===== src/rtl/pipeline_hazard_unit.sv =====
// Hazard and forwarding controller for the in-order RISC-V pipeline.
// A shift-register scoreboard tracks in-flight writers past ID and drives forwarding, stall and flush controls.
module pipeline_hazard_unit #(
    parameter int PIPE_DEPTH   = 3,
    parameter int ALU_READY    = 1,
    parameter int LOAD_READY   = 2,
    parameter int FLUSH_CYCLES = 1,
    parameter int CNT_W        = 32,
    localparam int SELW        = $clog2(PIPE_DEPTH + 1)
) (
    input  logic             clock,
    input  logic             reset,
    input  logic             id_valid,
    input  logic [4:0]       id_rs1,
    input  logic [4:0]       id_rs2,
    input  logic             id_uses_rs1,
    input  logic             id_uses_rs2,
    input  logic [4:0]       id_rd,
    input  logic             id_reg_write,
    input  logic             id_is_load,
    input  logic             branch_taken_ex,
    input  logic             mem_busy,
    output logic [SELW-1:0]  fwd_a_sel,
    output logic [SELW-1:0]  fwd_b_sel,
    output logic             pc_load,
    output logic             if_id_load,
    output logic             if_id_flush,
    output logic             id_ex_flush,
    output logic [CNT_W-1:0] stall_count
);

    localparam int FCW = (FLUSH_CYCLES > 1) ? $clog2(FLUSH_CYCLES) : 1;

    typedef struct packed {
        logic            hit;
        logic            ready;
        logic [SELW-1:0] stage;
    } match_t;

    logic       sb_valid [1:PIPE_DEPTH];
    logic [4:0] sb_rd    [1:PIPE_DEPTH];
    logic       sb_load  [1:PIPE_DEPTH];

    logic [FCW-1:0] flush_cnt;
    logic           flush_act;
    logic           hazard;
    logic           stall_inc;
    logic           nxt_valid;
    match_t         match_a;
    match_t         match_b;

    // Scan oldest to youngest so the lowest stage index wins.
    function automatic match_t find_match(input logic uses, input logic [4:0] rs);
        match_t m;
        m = '0;
        for (int k = PIPE_DEPTH; k >= 1; k--) begin
            if (uses && rs != 5'd0 && sb_valid[k] && sb_rd[k] == rs) begin
                m.hit   = 1'b1;
                m.stage = SELW'(k);
                m.ready = (k >= (sb_load[k] ? LOAD_READY : ALU_READY));
            end
        end
        return m;
    endfunction

    function automatic logic [CNT_W-1:0] sat_inc(input logic [CNT_W-1:0] v);
        return (&v) ? v : v + CNT_W'(1);
    endfunction

    always_comb match_a = find_match(id_uses_rs1, id_rs1);
    always_comb match_b = find_match(id_uses_rs2, id_rs2);

    assign hazard    = id_valid & ((match_a.hit & ~match_a.ready) |
                                   (match_b.hit & ~match_b.ready));
    assign flush_act = branch_taken_ex | (flush_cnt != '0);

    always_comb begin
        pc_load     = 1'b1;
        if_id_load  = 1'b1;
        if_id_flush = 1'b0;
        id_ex_flush = 1'b0;
        fwd_a_sel   = '0;
        fwd_b_sel   = '0;
        stall_inc   = 1'b0;
        nxt_valid   = 1'b0;
        if (reset) begin
            pc_load    = 1'b1;
            if_id_load = 1'b1;
        end else if (mem_busy) begin
            pc_load    = 1'b0;
            if_id_load = 1'b0;
        end else if (flush_act) begin
            if_id_flush = 1'b1;
            id_ex_flush = 1'b1;
        end else if (hazard) begin
            pc_load     = 1'b0;
            if_id_load  = 1'b0;
            id_ex_flush = 1'b1;
            stall_inc   = 1'b1;
        end else begin
            nxt_valid = id_valid & id_reg_write & (id_rd != 5'd0);
        end
        if (!reset && !hazard) begin
            if (match_a.hit && match_a.ready) fwd_a_sel = match_a.stage;
            if (match_b.hit && match_b.ready) fwd_b_sel = match_b.stage;
        end
    end

    // Control state: scoreboard valid bits, flush counter, stall counter.
    always_ff @(posedge clock or posedge reset) begin
        if (reset) begin
            for (int k = 1; k <= PIPE_DEPTH; k++) sb_valid[k] <= 1'b0;
            flush_cnt   <= '0;
            stall_count <= '0;
        end else begin
            if (branch_taken_ex) begin
                flush_cnt <= FCW'(FLUSH_CYCLES - 1);
            end else if (flush_cnt != '0 && !mem_busy) begin
                flush_cnt <= flush_cnt - FCW'(1);
            end
            if (!mem_busy) begin
                sb_valid[1] <= nxt_valid;
                for (int k = 2; k <= PIPE_DEPTH; k++) sb_valid[k] <= sb_valid[k-1];
                if (stall_inc) stall_count <= sat_inc(stall_count);
            end
        end
    end

    // Scoreboard payload only matters where the valid bit is set.
    always_ff @(posedge clock) begin
        if (!mem_busy) begin
            sb_rd[1]   <= id_rd;
            sb_load[1] <= id_is_load;
            for (int k = 2; k <= PIPE_DEPTH; k++) begin
                sb_rd[k]   <= sb_rd[k-1];
                sb_load[k] <= sb_load[k-1];
            end
        end
    end

endmodule


===== config.mk =====
export PLATFORM = sky130hd
export DESIGN_NAME = pipeline_hazard_unit
export DESIGN_NICKNAME = d
export VERILOG_FILES = /design/src/rtl/pipeline_hazard_unit.sv
export SDC_FILE = /design/constraint.sdc
export NUM_CORES = 1
export LEC_CHECK = 0
export CORE_ASPECT_RATIO = 0.9
export CORE_MARGIN = 10
export CORE_UTILIZATION = 30
export CTS_CLUSTER_DIAMETER = 120
export DETAILED_ROUTE_END_ITERATION = 10
export GPL_TIMING_DRIVEN = 0
export HOLD_SLACK_MARGIN = 0.03
export SYNTH_ARGS = -nofsm -noshare
export SYNTH_HDL_FRONTEND = slang
export SYNTH_SLANG_ARGS = --single-unit

===== constraint.sdc =====
create_clock -name clock -period 4.6 [get_ports clock]
set_input_delay 0.92 -clock clock [delete_from_list [all_inputs] [get_ports clock]]
set_output_delay 0.92 -clock clock [all_outputs]
set_load 0.005 [all_outputs]

==> metrics.md, run 1 <==
| Metric | Value |
|---|---|
| Status | completed |
| Setup crit end kind | output pin |
| Drt total wl | 7100 um |
| Final setup TNS | 0 ns |
| DRT Pass-1 Iters | 4 |
| Row count | 33 |
| Post-synthesis mux area share | 0.0122 |
| Design Area, Final | 3710 um2 |
| Power per cell area | 231 nW/um2 |
| Drt wl/cell | 16.0 um |
| Layout cells sized above 1 | 0.0991 |
| Final HPWL from detailed placement | 5500 um |
| Tot Pwr | 0.000856 W |
| # DRC | 0 |
| Final RePlAce weighted congestion | 0.806 |
| Post-synth top area cell | dfrtp_1 |
| Worst path bufs/invs | 4 |
| Die Height | 111 um |
| CP startpoint kind | primary input |
| R2R Path Start | sb_rd[0][6] |
| Maximum VDD drop | 0.145 mV |
| R2R depth | 6 |
| Placed cell areas | 3530 um2 |
| Largest family of logic cells by synthesized area | simple AND/OR/NAND/NOR gates |
| GRT overflow | 0 |
| Post-synth EDFFs | 16 |
| Crit path cell chain | clkdlybuf4s50_1, or4_1, o21ai_4, nand4b_4, a21oi_4, buf_6, a21o_1, nand2_1, buf_4, clkdlybuf4s50_1 |
| Post-synth ARST share | 0.692 |
| H-tree depth | 2 |
| Hold Fails Final Rpt | 0 |
| Req. time, crit path | 3.68 ns |
| Antenna Nets Post-Route | 0 |
| Synth area leaders | dfrtp_1, edfxtp_1, xnor2_1, xor2_1, nand4_1 |
| DIE AREA | 13400 um2 |
| Most used DFF post-synth | dfrtp_1 |
| Initial Util | 0.305 |
| Fmax | 226 MHz |
| Global-route wire length before repair | 11500 um |
| Num CTS Buffers | 5 |
| Clock buffer depth | 2 |
| Syn nets | 276 |
| Number of diodes | 0 |
| Syn Area/Cell | 11.0 um2 |
| Area grow syn2layout | 34.4% |
| Rel. slew slack | 0.465 |
| CTS tree | built |
| Period minus WS final | 4.43 ns |
| Cells after Synth | 251 |
| Finished Layout Cells | 445 |
| Reg2Reg Setup Slack | 2.29 ns |
| Dpl cells | 435 |
| Top Ports | 64 |
| Most frequent cells in the layout | clkdlybuf4s50_1, dfrtp_1, xnor2_1, xor2_1, nand4_1 |
| Critical path depth | 10 |
| Final period util | 0.962 |
| Via count | 2148 |
| Largest net degree at the start of global routing | 39 |
| Hold Path Depth | 1 |
| Critical path data arrival time | 3.51 ns |
| Port bufs | 62 |
| Initial antenna violation count | 0 |
| Leakage | 1.53 nW |
| Total global-route track usage | 0.104 |
| Critical path class | in -> out |
| Routed vias/inst | 4.83 |
| Slew Limit Fails | 0 |
| Initial DRC Count | 73 |
| Die width | 121 um |
| Core Util, Final | 0.410 |
| Most common cell after layout, fill and taps aside | clkdlybuf4s50_1 |
| Skew final | 0.0156 ns |
| FF+latch count, synth | 52 |
| Number of global-route vias before repair | 2129 |
| Clock sink count | 52 |
| Synth Area in XOR/XNOR | 0.194 |
| Core area | 9040 um2 |
| Post-synthesis compound-gate area fraction | 0.0390 |
| # setup viols final | 0 |
| Slowest-stage cell, CP | or4_1 |
| Worst stage delay on the critical path | 0.55 ns |
| Fin nets | 347 |
| Max Cap Violations | 0 |
| YS warnings | 0 |
| Clock root cell | clkbuf_8 |
| Crit-path max FO | 10 |
| Hold wc startpoint | stall_count[15] |
| RSZ-0062 raised after global routing | no |
| Worst Max-Slew Pin Slew | 0.802 ns |
| CP dominant cell by count | clkdlybuf4s50_1 |
| Post-Synth Simple-Gate Area | 0.229 |
| Critical Path Source | id_rs2[3] |
| Mapped Area | 2760 um2 |
| Hold WC Path Type | reg -> reg |
| Clock Latency Late Sink | 0.31 ns |
| Sequential share of the synthesized area | 0.501 |
| Netlist cell types | 39 |
| CP delay by family, top | buffers and inverters |
| Clk slew on worst S/H paths | 0.11 ns |
| Adder-Cell Fraction of Synth Area | 0.00454 |
| Share of the synthesized area in the top cell type | 0.327 |
==> through the flow <==
step           hold WS (ns)  worst slack, ns
2_1_floorplan         0.477             1.13
3_3_place_gp          0.475           -0.370
3_5_place_dp          0.478           -0.366
4_1_cts               0.496          0.00470
5_1_grt               0.524           0.0166
6_report              0.490            0.174
==> synth_stat cells, types with 2 or more instances <==
library cell	count
and3_1	8
nor3b_1	2
nand2_1	14
edfxtp_1	16
inv_1	3
nand3_1	12
nor2_1	17
buf_1	2
nor3_1	6
mux2_2	3
xor2_1	29
clkbuf_1	2
o21ai_0	6
or2_2	2
xnor2_1	32
buf_6	2
and2_1	2
nor3_2	2
nand4b_1	2
nor4_1	5
and4_1	5
nand4_1	20
or4_1	4
dfrtp_1	36
o211ai_1	2
nand4b_2	2
a21oi_1	3
==> power by group <==
group / switching, W / total [W] / internal [W]
combinational: 0.0000439 / 0.0000857 / 0.0000418
sequential: 0.0000114 / 0.000502 / 0.000490
clock: 0.000160 / 0.000269 / 0.000109
total: 0.000215 / 0.000856 / 0.000641
==> state kept, by name (all words and copies together) (netlist names) <==
name         count
sb_load          1
flush_cnt        1
sb_valid         3
sb_rd           15
stall_count     32
==> layout make-up <==
class                           count  area, um2
Clock buffer                        5       68.8
Timing Repair Buffer               64        646
Clock inverter                      3       20.0
Multi-Input combinational cell    189       1380
Tap cell                          122        153
Inverter                            3       11.3
Sequential cell                    52       1380
Fill cell                         889       5330
Buffer                              7       45.0
==> cells by family after synthesis <==
family | Yosys count
AND/OR/NAND/NOR | 108
multiplexers | 3
buffers and inverters | 10
flip-flops | 52
adder cells (fa/ha/maj) | 1
AO/OA/AOI/OAI | 16
XOR/XNOR | 61
==> per-layer routing <==
metal,vias up,track usage,part of all wire,routed length (um)
met1,1043,0.134,0.46,3260
met5,-,0,0,0
met3,4,0.0265,0.059,417
met4,0,0.0273,0.0099,70
met2,48,0.169,0.47,3360
li1,1053,-,-,-
==> worst reg2reg max path, delay by kind of cell, from the launching register on <==
family / cells / cell delay (ns)
simple gates: 3 / 0.82
compound gates: 1 / 0.60
flops: 1 / 0.44
xor+xnor: 2 / 0.36
==> final timing paths <==
| path | end |
|---|---|
| worst max-delay path | pc_load |
| worst min-delay path | stall_count[15] |
| worst max register to register | stall_count[18] |
| worst min register to register | stall_count[15] |
| max in group asynchronous | stall_count[5] |
| min in group asynchronous | stall_count[16] |
==> timing repair <==
item                                    CTS  global route
hold buffers                              0             0
endpoints found under the setup margin    7             7
resized for setup                         9             7
buffers inserted                          0             2
pin swaps                                 0             2
Note: power is estimated with default switching activity, not from simulation.
==> inputs of run 2 (changes only) <==
- RECOVER_POWER: not set -> 100
- SLEW_MARGIN: not set -> 20
==> metrics.md, run 2 (synthesis gave the netlist of run 1 again) <==
| Metric | Value |
|---|---|
| Power per cell area | 235 nW/um2 |
| Fmax | 224 MHz |
| Clock Latency Late Sink | 0.31 ns |
| Max Cap Violations | 0 |
| Via count | 2147 |
| Maximum VDD drop | 0.0996 mV |
| Port bufs | 62 |
| Final period util | 0.969 |
| Area grow syn2layout | 33.9% |
| Req. time, crit path | 3.68 ns |
| Layout cells sized above 1 | 0.0864 |
| DIE AREA | 13400 um2 |
| RSZ-0062 raised after global routing | no |
| Critical path data arrival time | 3.54 ns |
| # DRC | 0 |
| Initial Util | 0.305 |
| Final setup TNS | 0 ns |
| Fin nets | 348 |
| Global-route wire length before repair | 11600 um |
| Clock root cell | clkbuf_8 |
| Cts hold-fix bufs | 0 |
| Final HPWL from detailed placement | 5590 um |
| Core Util, Final | 0.409 |
| Most common cell after layout, fill and taps aside | dlygate4sd3_1 |
| H-tree depth | 2 |
| Finished Layout Cells | 446 |
| CTS tree | built |
| Core area | 9040 um2 |
| Largest registers | stall_count: 32 flops, sb_rd: 15 flops, sb_valid: 3 flops |
| Status | completed |
| Clk slew on worst S/H paths | 0.10 ns |
| Tot Pwr | 0.000867 W |
| DRT Pass-1 Iters | 4 |
| Max reg flops | 32 |
| Slew Limit Fails | 0 |
| Routed vias/inst | 4.81 |
| Critical path class | in -> out |
| Total global-route track usage | 0.107 |
| Row count | 33 |
| Initial antenna violation count | 0 |
| Fill count | 883 |
| Crit-path max FO | 10 |
| Hold Fails Final Rpt | 0 |
| Rel. slew slack | 0.240 |
| Top Ports | 64 |
| Leakage | 1.64 nW |
| Num CTS Buffers | 5 |
| Period minus WS final | 4.46 ns |
| Area of the multi-input gates | 1370 um2 |
| Clock sink count | 52 |
| # setup viols final | 0 |
| Drt total wl | 7120 um |
| Dpl cells | 436 |
| Number of diodes | 0 |
| Hold WC Path Type | reg -> reg |
| Antenna Nets Post-Route | 0 |
| Initial DRC Count | 96 |
| Reg2Reg Setup Slack | 1.95 ns |
| CP startpoint kind | primary input |
| Number of global-route vias before repair | 2142 |
| Skew final | 0.0141 ns |
| Biggest register | stall_count |
| Largest net degree at the start of global routing | 21 |
| Setup crit end kind | output pin |
| Most frequent cells in the layout | dlygate4sd3_1, dfrtp_1, xnor2_1, xor2_1, nand4_1 |
| Clock buffer depth | 2 |
| Final RePlAce weighted congestion | 0.806 |
| Die width | 121 um |
| Fin Hold WS | 0.485 ns |
| GRT overflow | 0 |
| Worst Max-Slew Pin Slew | 1.14 ns |
| Drt wl/cell | 16.0 um |
| Register area | 1380 um2 |
| Die Height | 111 um |
run 2: cell count changes in the layout (fill, tap and decap cells not counted), sizes merged:
| cell | before | now |
|---|---|---|
| buf | 7 | 6 |
| clkbuf | 7 | 10 |
| clkdlybuf4s50 | 58 | 17 |
| dlygate4sd3 | 0 | 42 |
| dlymetal6s2s | 4 | 3 |
| inv | 5 | 4 |
run 2: critical path, cell delays in order:
cell and delay [ns]:
clkdlybuf4s50_1 0.53, or4_4 0.60, o21ai_4 0.19, nand4b_4 0.21, a21oi_4 0.09, buf_6 0.15
a21o_1 0.16, nand2_1 0.08, buf_4 0.11, clkdlybuf4s50_1 0.49
run 2: per-layer routing:
layer / track usage / vias up / share of wire
met1: 0.138 / 1038 / 0.47
met2: 0.170 / 44 / 0.47
met4: 0.0362 / 0 / 0.012
met5: 0 / - / 0
li1: - / 1057 / -
met3: 0.0260 / 8 / 0.049
run 2: area by class of cell:
type | count | share of cell area
Clock buffer | 6 | 0.0224
Multi-Input combinational cell | 189 | 0.370
Clock inverter | 2 | 0.00373
Sequential cell | 52 | 0.374
Tap cell | 122 | 0.0413
Inverter | 3 | 0.00305
Timing Repair Buffer | 65 | 0.175
Buffer | 7 | 0.0102
run 2: what timing repair did:
action                     4_1_cts  5_1_grt
setup endpoints to repair        7        7
resized for setup                9        6
setup buffers                    0        2
pin swaps                        0        1
run 2: metrics by stage:
stage	area [um2]	setup slack, ns
2_1_floorplan	2760	1.13
3_3_place_gp	3530	-0.370
3_5_place_dp	3560	-0.355
4_1_cts	3700	0.0164
5_1_grt	3690	0.00875
6_report	3690	0.142
run 2: final timing paths:
kind / from / end / depth (start not counted)
worst max-delay path: id_rs1[1] / pc_load / 10
worst min-delay path: stall_count[15] / stall_count[15] / 1
worst max register to register: sb_rd[0][6] / stall_count[18] / 6
worst min register to register: stall_count[15] / stall_count[15] / 1
max in group asynchronous: reset / sb_valid[1] / 3
min in group asynchronous: reset / stall_count[4] / 2
run 2: where the power goes:
group	internal, W	leakage (nW)	total [W]	switching, W
Combinational	0.0000404	0.931	0.0000842	0.0000438
Clock	0.000123	0.0516	0.000281	0.000158
Sequential	0.000490	0.659	0.000502	0.0000113
==> inputs of run 3 (changes only) <==
- CAP_MARGIN: not set -> 20
- GPL_TIMING_DRIVEN: 0 -> not set
- MAX_ROUTING_LAYER: not set -> met4
==> metrics.md, run 3 (synthesis gave the netlist of run 1 again) <==
| Metric | Value |
|---|---|
| Status | finished, violations left |
| Failing checks | capacitance limit, slew limit |
| Final WS setup | 0.182 ns |
| R2R Path Start | sb_rd[0][6] |
| Cts hold-fix bufs | 0 |
| Leakage | 1.56 nW |
| Maximum VDD drop | 0.103 mV |
| Drt total wl | 7290 um |
| Sw power | 0.000206 W |
| Number of diodes | 0 |
| CP delay by family, top | buffers and inverters |
| DIE AREA | 13400 um2 |
| Die Height | 111 um |
| Final setup TNS | 0 ns |
| Fin nets | 347 |
| RSZ-0062 raised after global routing | no |
| Slowest-stage cell, CP | or4_1 |
| Combinational power share | 0.094 |
| Initial DRC Count | 105 |
| Worst path bufs/invs | 2 |
| Clk slew on worst S/H paths | 0.10 ns |
| Sequential power share | 0.596 |
| Hold Fails Final Rpt | 0 |
| Clock root cell | clkbuf_8 |
| Core area | 9040 um2 |
| Final HPWL from detailed placement | 5830 um |
| CP startpoint kind | primary input |
| Finished Layout Cells | 445 |
| Biggest register | stall_count |
| Clock share of power | 0.310 |
| Drt wl/cell | 16.4 um |
| Critical path class | in -> out |
| Most common cell after layout, fill and taps aside | dlygate4sd3_1 |
| Largest net degree at the start of global routing | 29 |
| R2R depth | 7 |
| Switching share of power | 0.244 |
| Port bufs | 63 |
| Crit path cell chain | clkdlybuf4s50_1, or4_1, o21ai_0, nand4b_1, a21oi_2, or2_1, a21oi_1, clkdlybuf4s50_1 |
| Skew final | 0.0253 ns |
| Total global-route track usage | 0.112 |
| Area grow syn2layout | 30.7% |
| Clock Latency Late Sink | 0.31 ns |
| Post_cts resized | 0 |
| Rel. slew slack | -0.00546 |
| Slew Limit Fails | 29 |
| Worst stage delay on the critical path | 0.55 ns |
| R2r endpoint | stall_count[18] |
| Internal power | 0.000639 W |
| Initial Util | 0.305 |
| Worst Max-Slew Pin Slew | 1.51 ns |
| CP dominant cell by count | clkdlybuf4s50_1 |
| DRT Pass-1 Iters | 4 |
| Fill count | 888 |
| Max Cap Violations | 1 |
| Routed vias/inst | 4.83 |
| Final RePlAce weighted congestion | 0.911 |
| Global-route wire length before repair | 11800 um |
| Fmax | 226 MHz |
| Via count | 2149 |
| Critical path data arrival time | 3.50 ns |
| H-tree depth | 2 |
| Dpl cells | 437 |
| Post-CTS Setup Inserts | 0 |
| Number of global-route vias before repair | 2176 |
| # DRC | 0 |
| Die width | 121 um |
| Setup crit end kind | output pin |
| Hold wc startpoint | stall_count[19] |
| Hold-critical path endpoint | stall_count[19] |
| Crit-path max FO | 5 |
| GRT overflow | 0 |
| Initial antenna violation count | 0 |
| CTS tree | built |
| Hold Path Depth | 1 |
| Most frequent cells in the layout | dlygate4sd3_1, dfrtp_1, xnor2_1, xor2_1, nand4_1 |
| Num CTS Buffers | 5 |
| Reg2Reg Setup Slack | 1.87 ns |
| Post-place setup slack | 0.209 ns |
| Req. time, crit path | 3.68 ns |
| Layout cells sized above 1 | 0.0619 |
| Antenna Nets Post-Route | 0 |
| Top Ports | 64 |
| Power per cell area | 234 nW/um2 |
| Hold WC Path Type | reg -> reg |
| Period minus WS final | 4.42 ns |
| Row count | 33 |
| # setup viols final | 0 |
| Clock sink count | 52 |
| Max reg flops | 32 |
| Final period util | 0.960 |
| Largest registers | stall_count: 32 flops, sb_rd: 15 flops, sb_valid: 3 flops |
| Clock buffer depth | 2 |
## run 3: worst reg2reg max path: cells and delay by family (launching register included)
kind                      cells  cell delay (ns)
and+or+nand+nor               3             0.71
AOI/OAI and AO/OA             1             0.85
DFF                           1             0.48
xor gates and xnor gates      2             0.39
buffers and inverters         1             0.21
## run 3: per-stage QoR
step	hold slack [ns]	cell area, um2	util	power, W
2_1_floorplan	0.477	2760	-	0.000550
3_3_place_gp	0.477	3560	0.393	0.000597
3_5_place_dp	0.480	3560	0.393	0.000598
4_1_cts	0.498	3640	0.403	0.000857
5_1_grt	0.507	3610	0.399	0.000881
6_report	0.486	3610	0.399	0.000845
## run 3: power by group through the flow
stage | logic [W] | registers [W] | clock network, W
finish | 0.0000798 | 0.000504 | 0.000262
global route | 0.0000881 | 0.000505 | 0.000288
CTS | 0.0000851 | 0.000503 | 0.000269
detailed placement | 0.0000848 | 0.000513 | 0
global placement | 0.0000840 | 0.000513 | 0
floorplan | 0.0000415 | 0.000508 | 0
## run 3: area by class of cell
class	instances	area [um2]	area share
inverter	3	11.3	0.00312
clock buffer	6	72.6	0.0201
clock inverter	2	13.8	0.00382
sequential	52	1380	0.383
multi-input combinational	189	1290	0.358
tap	122	153	0.0423
timing repair buffer	71	683	0.189
## run 3: worst max path at each step
| stage | depth (start not counted) | endpoint | from | slack, ns |
|---|---|---|---|---|
| after CTS | 8 | fwd_b_sel[1] | id_rs2[1] | 0.20 |
| after global placement | 8 | fwd_a_sel[0] | id_rs2[1] | 0.30 |
| final | 8 | fwd_a_sel[0] | id_rs2[1] | 0.18 |
| after floorplan | 8 | pc_load | id_rs2[1] | 1.13 |
| after detailed placement | 8 | fwd_b_sel[1] | id_rs2[1] | 0.21 |
| after global routing | 8 | fwd_b_sel[0] | id_rs2[1] | 0.03 |
## run 3: per-layer routing
layer / GRT usage / share of wire / wire [um] / up-vias
li1: - / - / - / 1046
met1: 0.152 / 0.49 / 3590 / 1049
met2: 0.164 / 0.45 / 3300 / 46
met3: 0.0239 / 0.043 / 310 / 8
met4: 0.0289 / 0.012 / 89 / 0
met5: - / 0 / 0 / -
